==> config.mk <==
export PLATFORM = sky130hd
export DESIGN_NAME = register_file
export DESIGN_NICKNAME = d
export VERILOG_FILES = /design/src/rtl/register_file.sv
export SDC_FILE = /design/constraint.sdc
export NUM_CORES = 2
export LEC_CHECK = 0
export BUFFER_PORTS_ARGS = -buffer_cell sky130_fd_sc_hd__buf_2
export CORE_MARGIN = 10
export CORE_UTILIZATION = 57
export CTS_CLUSTER_DIAMETER = 100
export DETAILED_ROUTE_END_ITERATION = 10
export GPL_ROUTABILITY_DRIVEN = 0
export GPL_TIMING_DRIVEN = 0
export HOLD_SLACK_MARGIN = 0.15
export PLACE_DENSITY = 0.79
export REMOVE_ABC_BUFFERS = 1
export SLEW_MARGIN = 20
export SYNTH_ARGS = -nofsm -noshare
export SYNTH_HDL_FRONTEND = slang
export SYNTH_SLANG_ARGS = --single-unit
==> constraint.sdc <==
create_clock -name clockIn -period 6.3 [get_ports clockIn]
set_clock_uncertainty 0.15 [all_clocks]
set_input_delay 0.63 -clock clockIn [delete_from_list [all_inputs] [get_ports clockIn]]
set_output_delay 0.63 -clock clockIn [all_outputs]
set_load 0.1 [all_outputs]
==> src/rtl/register_file.sv <==
// Architectural register file with per-register rename tags, commit bypass on
// the read ports, and a running count of renamed registers.
module register_file #(
  parameter int ROB_WIDTH = 4
) (
  input  logic                 clockIn,
  input  logic                 resetIn,
  input  logic                 readyIn,
  input  logic                 clear,
  input  logic                 regUpdateValid,
  input  logic [4:0]           regUpdateDest,
  input  logic [31:0]          regValue,
  input  logic [ROB_WIDTH-1:0] regUpdateRobId,
  input  logic                 renameValid,
  input  logic [4:0]           renameDest,
  input  logic [ROB_WIDTH-1:0] renameRobId,
  input  logic [4:0]           rs1,
  output logic [31:0]          rs1Value,
  output logic                 rs1Dirty,
  output logic [ROB_WIDTH-1:0] rs1Dep,
  input  logic [4:0]           rs2,
  output logic [31:0]          rs2Value,
  output logic                 rs2Dirty,
  output logic [ROB_WIDTH-1:0] rs2Dep,
  output logic [5:0]           dirtyCount
);

  localparam int NUM_REGS = 32;

  logic [31:0]          r_value [NUM_REGS];
  logic [ROB_WIDTH-1:0] r_dep   [NUM_REGS];
  logic [NUM_REGS-1:0]  r_dirty;
  logic [5:0]           r_dirty_count;

  logic [NUM_REGS-1:0]  w_commit_sel;
  logic [NUM_REGS-1:0]  w_commit_match;
  logic [NUM_REGS-1:0]  w_rename_sel;
  logic [NUM_REGS-1:0]  w_dirty_next;
  logic [5:0]           w_dirty_count_next;

  // Per-register decode; x0 never selects, so it stays clean and zero.
  genvar gi;
  generate
    for (gi = 0; gi < NUM_REGS; gi++) begin : g_reg
      if (gi == 0) begin : g_zero
        assign w_commit_sel[gi]   = 1'b0;
        assign w_commit_match[gi] = 1'b0;
        assign w_rename_sel[gi]   = 1'b0;
        assign w_dirty_next[gi]   = 1'b0;
      end else begin : g_live
        assign w_commit_sel[gi]   = regUpdateValid && (regUpdateDest == 5'(gi));
        assign w_commit_match[gi] = w_commit_sel[gi] && r_dirty[gi] &&
                                    (r_dep[gi] == regUpdateRobId);
        assign w_rename_sel[gi]   = renameValid && !clear && (renameDest == 5'(gi));
        // Rename wins over a matching commit; a flush wins over both.
        assign w_dirty_next[gi]   = clear             ? 1'b0 :
                                    w_rename_sel[gi]   ? 1'b1 :
                                    w_commit_match[gi] ? 1'b0 :
                                                         r_dirty[gi];
      end
    end
  endgenerate

  always_comb begin
    w_dirty_count_next = '0;
    for (int i = 0; i < NUM_REGS; i++) begin
      w_dirty_count_next = w_dirty_count_next + 6'(w_dirty_next[i]);
    end
  end

  always_ff @(posedge clockIn) begin
    if (resetIn) begin
      r_dirty       <= '0;
      r_dirty_count <= '0;
      for (int i = 0; i < NUM_REGS; i++) begin
        r_value[i] <= '0;
        r_dep[i]   <= '0;
      end
    end else if (readyIn) begin
      r_dirty       <= w_dirty_next;
      r_dirty_count <= w_dirty_count_next;
      for (int i = 1; i < NUM_REGS; i++) begin
        if (w_commit_sel[i]) begin
          r_value[i] <= regValue;
        end
        if (w_rename_sel[i]) begin
          r_dep[i] <= renameRobId;
        end
      end
    end
  end

  assign dirtyCount = r_dirty_count;

  logic [1:0][31:0]          w_rd_value;
  logic [1:0]                w_rd_dirty;
  logic [1:0][ROB_WIDTH-1:0] w_rd_dep;

  // Read ports see the pre-rename mapping, with a committing value bypassed
  // straight through when it resolves the register's current rename.
  generate
    for (gi = 0; gi < 2; gi++) begin : g_port
      logic [4:0] w_idx;
      logic       w_bypass;
      assign w_idx    = (gi == 0) ? rs1 : rs2;
      assign w_bypass = regUpdateValid && (w_idx != 5'd0) && (w_idx == regUpdateDest) &&
                        r_dirty[w_idx] && (r_dep[w_idx] == regUpdateRobId);
      assign w_rd_value[gi] = (w_idx == 5'd0) ? 32'd0 :
                              w_bypass        ? regValue : r_value[w_idx];
      assign w_rd_dirty[gi] = (w_idx != 5'd0) && !w_bypass && r_dirty[w_idx];
      assign w_rd_dep[gi]   = (w_idx == 5'd0) ? '0 : r_dep[w_idx];
    end
  endgenerate

  assign rs1Value = w_rd_value[0];
  assign rs1Dirty = w_rd_dirty[0];
  assign rs1Dep   = w_rd_dep[0];
  assign rs2Value = w_rd_value[1];
  assign rs2Dirty = w_rd_dirty[1];
  assign rs2Dep   = w_rd_dep[1];

endmodule
==> results.json <==
{
  "antenna_found_initial": 9,
  "grt_max_degree": 78,
  "powerDensity_mw_per_mm2": 288,
  "ys_warn_count": 0,
  "rr_startpoint": "r_dep[1][3]$_SDFFCE_PN0P_",
  "finalMaxSlewViolations": 0,
  "drive_gt1_share_pct": 33.7,
  "fin_crit_sh_pct": 97.4,
  "cts_max_path_buffers": 3,
  "ios": 146,
  "period_needed_ps": 6140,
  "initial_core_util_pct": 57.7,
  "synthCells": 3862,
  "drtIter0Drc": 6389,
  "seqCellArea_mm2": 0.0343,
  "synth_edf_count": 1116,
  "critPathKind": "primary input to register",
  "setup.worst_path.end_class": "register",
  "worstPathRequired_ps": 6810,
  "num-fill-cells": 6907,
  "status": "finished, final reports clean",
  "die_area_mm2": 0.120,
  "grt_overflow": 0,
  "multiInputGateArea_mm2": 0.0256,
  "yosysTopAreaCell": "edfxtp_1",
  "wl_per_cell_um": 34.7,
  "power_frac_comb_pct": 16.7,
  "p_seq_share_pct": 46.8,
  "fin_nets": 3965,
  "dp_slack_ps": -1500,
  "power_frac_clock_pct": 36.6,
  "firstDrtPassIters": 8,
  "rows": 119,
  "synth_area_mm2": 0.0610,
  "ir_drop_mv": 0.263,
  "cp_max_fo": 8,
  "die_y_um": 347,
  "die_x_um": 347,
  "cts-buffers-inserted": 115,
  "drc": 0,
  "final_common_cell": "edfxtp_1",
  "rsz0062_at_grt": "no",
  "asyncSetResetFlopFracSynth_pct": 0,
  "clock_latency_ps": 730,
  "cpMostUsedCell": "fa_1",
  "slew_headroom_pct": 20.4,
  "critPathMaxStageDelay_ps": 660,
  "cp.arrival_ps": 6650,
  "synth_top_area_share_pct": 55.0,
  "crit_slowest_cell": "fa_1",
  "vias_per_cell": 7.34,
  "synth_ff_type": "edfxtp_1",
  "grt_pass1_wl_um": 270000,
  "htree_levels": 3,
  "synth_cell_type_count": 66,
  "worstHoldStart": "dirtyCount[0]$_SDFFE_PP0P_",
  "ys_seq_elements": 1153,
  "core_mm2": 0.106,
  "final-setup-viol-count": 0,
  "leakage_uw": 0.0234,
  "swShare_pct": 27.0,
  "p_int_uw": 14400,
  "fin_hold_ws_ps": 335,
  "postRouteWirelength_um": 186000,
  "cts.sinks": 1153,
  "clk_pin_slew_ps": 60,
  "finalHoldViolations": 0,
  "worst_setup_path_start_kind": "primary input",
  "avgSynthCellArea_um2": 15.8,
  "path_buf_inv": 6,
  "synthTopCellsByArea": "edfxtp_1 55%, mux4_2 24%, nor2_1 4.1%",
  "vias": 39380,
  "crit_start": "regUpdateDest[4]",
  "portBuffers": 145,
  "worst_pin_slew_ps": 1190,
  "timing.fmax_mhz": 163,
  "cts-root-buf": "clkbuf_16",
  "path_delay_family": "adder cells",
  "mostFrequentLayoutCells": "1116 x edfxtp_1, 659 x nor2_1, 639 x mux4_2",
  "grt_usage_pct": 30.4,
  "antenna_left": 0,
  "cts_tree": "yes",
  "grt_pass1_vias": 40088,
  "setup_slack_ps": 164,
  "ys_seq_area_share_pct": 56.2,
  "post-dp-hpwl_um": 111000,
  "areaGrowthSynthToFinish_pct": 12.6,
  "switching_power_uw": 5340,
  "hold_path_class": "register to register",
  "crit_chain": "clkbuf_4 -> nand2b_4 -> nor3_4 -> buf_4 -> nand3_1 -> o41ai_2 -> a21oi_1 -> fa_1 -> inv_1 -> fa_1 -> fa_1 -> fa_1 -> fa_1 -> inv_1 -> fa_1 -> inv_1 -> fa_1 -> inv_1 -> fa_1 -> a21o_1 -> a21oi_2 -> xnor2_1 -> mux2i_1 -> nor2_1",
  "cap_violations": 0
}
[worst register-to-register path, stage by stage, from the launching register on]
cell      delay [ps]
edfxtp_1         460
xnor2_1          270
nand2_1           90
o21ai_0          300
a21oi_2          150
fa_1             680
inv_1             90
fa_1             500
fa_1             430
fa_1             480
fa_1             490
inv_1             50
fa_1             420
inv_1             70
fa_1             170
inv_1             70
fa_1             450
a21o_1           200
a21oi_2          140
xnor2_1          130
mux2i_1           90
nor2_1           110
[worst paths after layout]
kind	to	cells after the start	slack, ps
worst max register to register	dirtyCount[4]$_SDFFE_PP0P_	21	260
worst min-delay path	dirtyCount[0]$_SDFFE_PP0P_	2	340
worst min register to register	dirtyCount[0]$_SDFFE_PP0P_	2	340
worst max-delay path	dirtyCount[4]$_SDFFE_PP0P_	24	160
[power groups by stage]
stage	sequential, uW	combinational, uW	clock [uW]
6_report	9240	3290	7220
3_5_place_dp	9360	3210	0
4_1_cts	9220	3240	7210
5_1_grt	9270	3390	7500
3_3_place_gp	9340	3280	0
2_1_floorplan	9260	2150	0
[metrics by stage]
step	instances	setup TNS, ps	utilization, %	power (uW)	instance area, um2
6_report	5363	0	64.9	19800	68700
5_1_grt	5360	0	64.9	20200	68700
4_1_cts	5329	-54.8	64.5	19700	68200
3_5_place_dp	5107	-8030	60.7	12600	64100
3_3_place_gp	5030	-1619770	58.5	12600	61900
2_1_floorplan	3494	-10680	-	11400	59400
[state kept, by name (all words and copies together) (netlist names)]
signal / flops
dirtyCount: 6
r_value: 992
r_dep: 124
r_dirty: 31
[logic make-up after synthesis]
family,Yosys count,synth area share [%]
compound gates,211,2.43
xor+xnor,143,2.05
fa+ha+maj,30,0.899
buf+inv,449,3.07
flops,1153,56.2
mux,903,28.7
simple gates,973,6.67
[synthesized netlist by cell type, types with 4 or more instances]
master    number
nand4_1        8
nor4_1         4
a31oi_1        4
a21o_1        18
a21oi_1       38
mux4_1         6
mux4_2       639
clkbuf_1     253
inv_1         78
mux2_4        29
dfxtp_1       37
nand3_1       23
buf_1         57
o31ai_1        5
o41ai_1       20
or4_1          4
buf_2         40
o21ai_0       44
and2_1         7
buf_4          7
nor3_1         6
edfxtp_1    1116
mux2i_1       85
o22ai_1        4
a211oi_1       4
nor2b_1       12
nand2_1      139
a221oi_1       5
a22o_1        34
o21bai_1      14
fa_1          23
nand2b_1      82
ha_1           7
buf_6          6
xor2_1        59
a22oi_1        5
nor2_1       669
mux2_2       142
xnor2_1       84
and3_1         4
[metal layers]
| layer | track usage, % | part of all wire (%) | up-vias |
|---|---|---|---|
| li1 | - | - | 15145 |
| met1 | 38.6 | 33 | 19880 |
| met2 | 48.3 | 48 | 3609 |
| met3 | 8.23 | 14 | 736 |
| met4 | 15.4 | 5.6 | 10 |
| met5 | 0 | 0.037 | - |
[cell type report]
cell class,instances,area share [%]
flip-flops and latches,1153,49.9
diodes,4,0.0146
clock buffers,145,4.46
well taps,1391,2.53
repair buffers,258,4.14
inverters,81,0.465
multi-input cells,2260,37.2
clock inverters,71,1.26
[what timing repair did]
action / 4_1_cts / 5_1_grt
hold buffers: 1 / 0
resized for setup: 22 / 47
pin swaps: 2 / 10
endpoints found under the hold margin: 7 / 0
buffers inserted: 5 / 30
setup endpoints to repair: 14 / 5
Power figures use the tool's default switching activity.
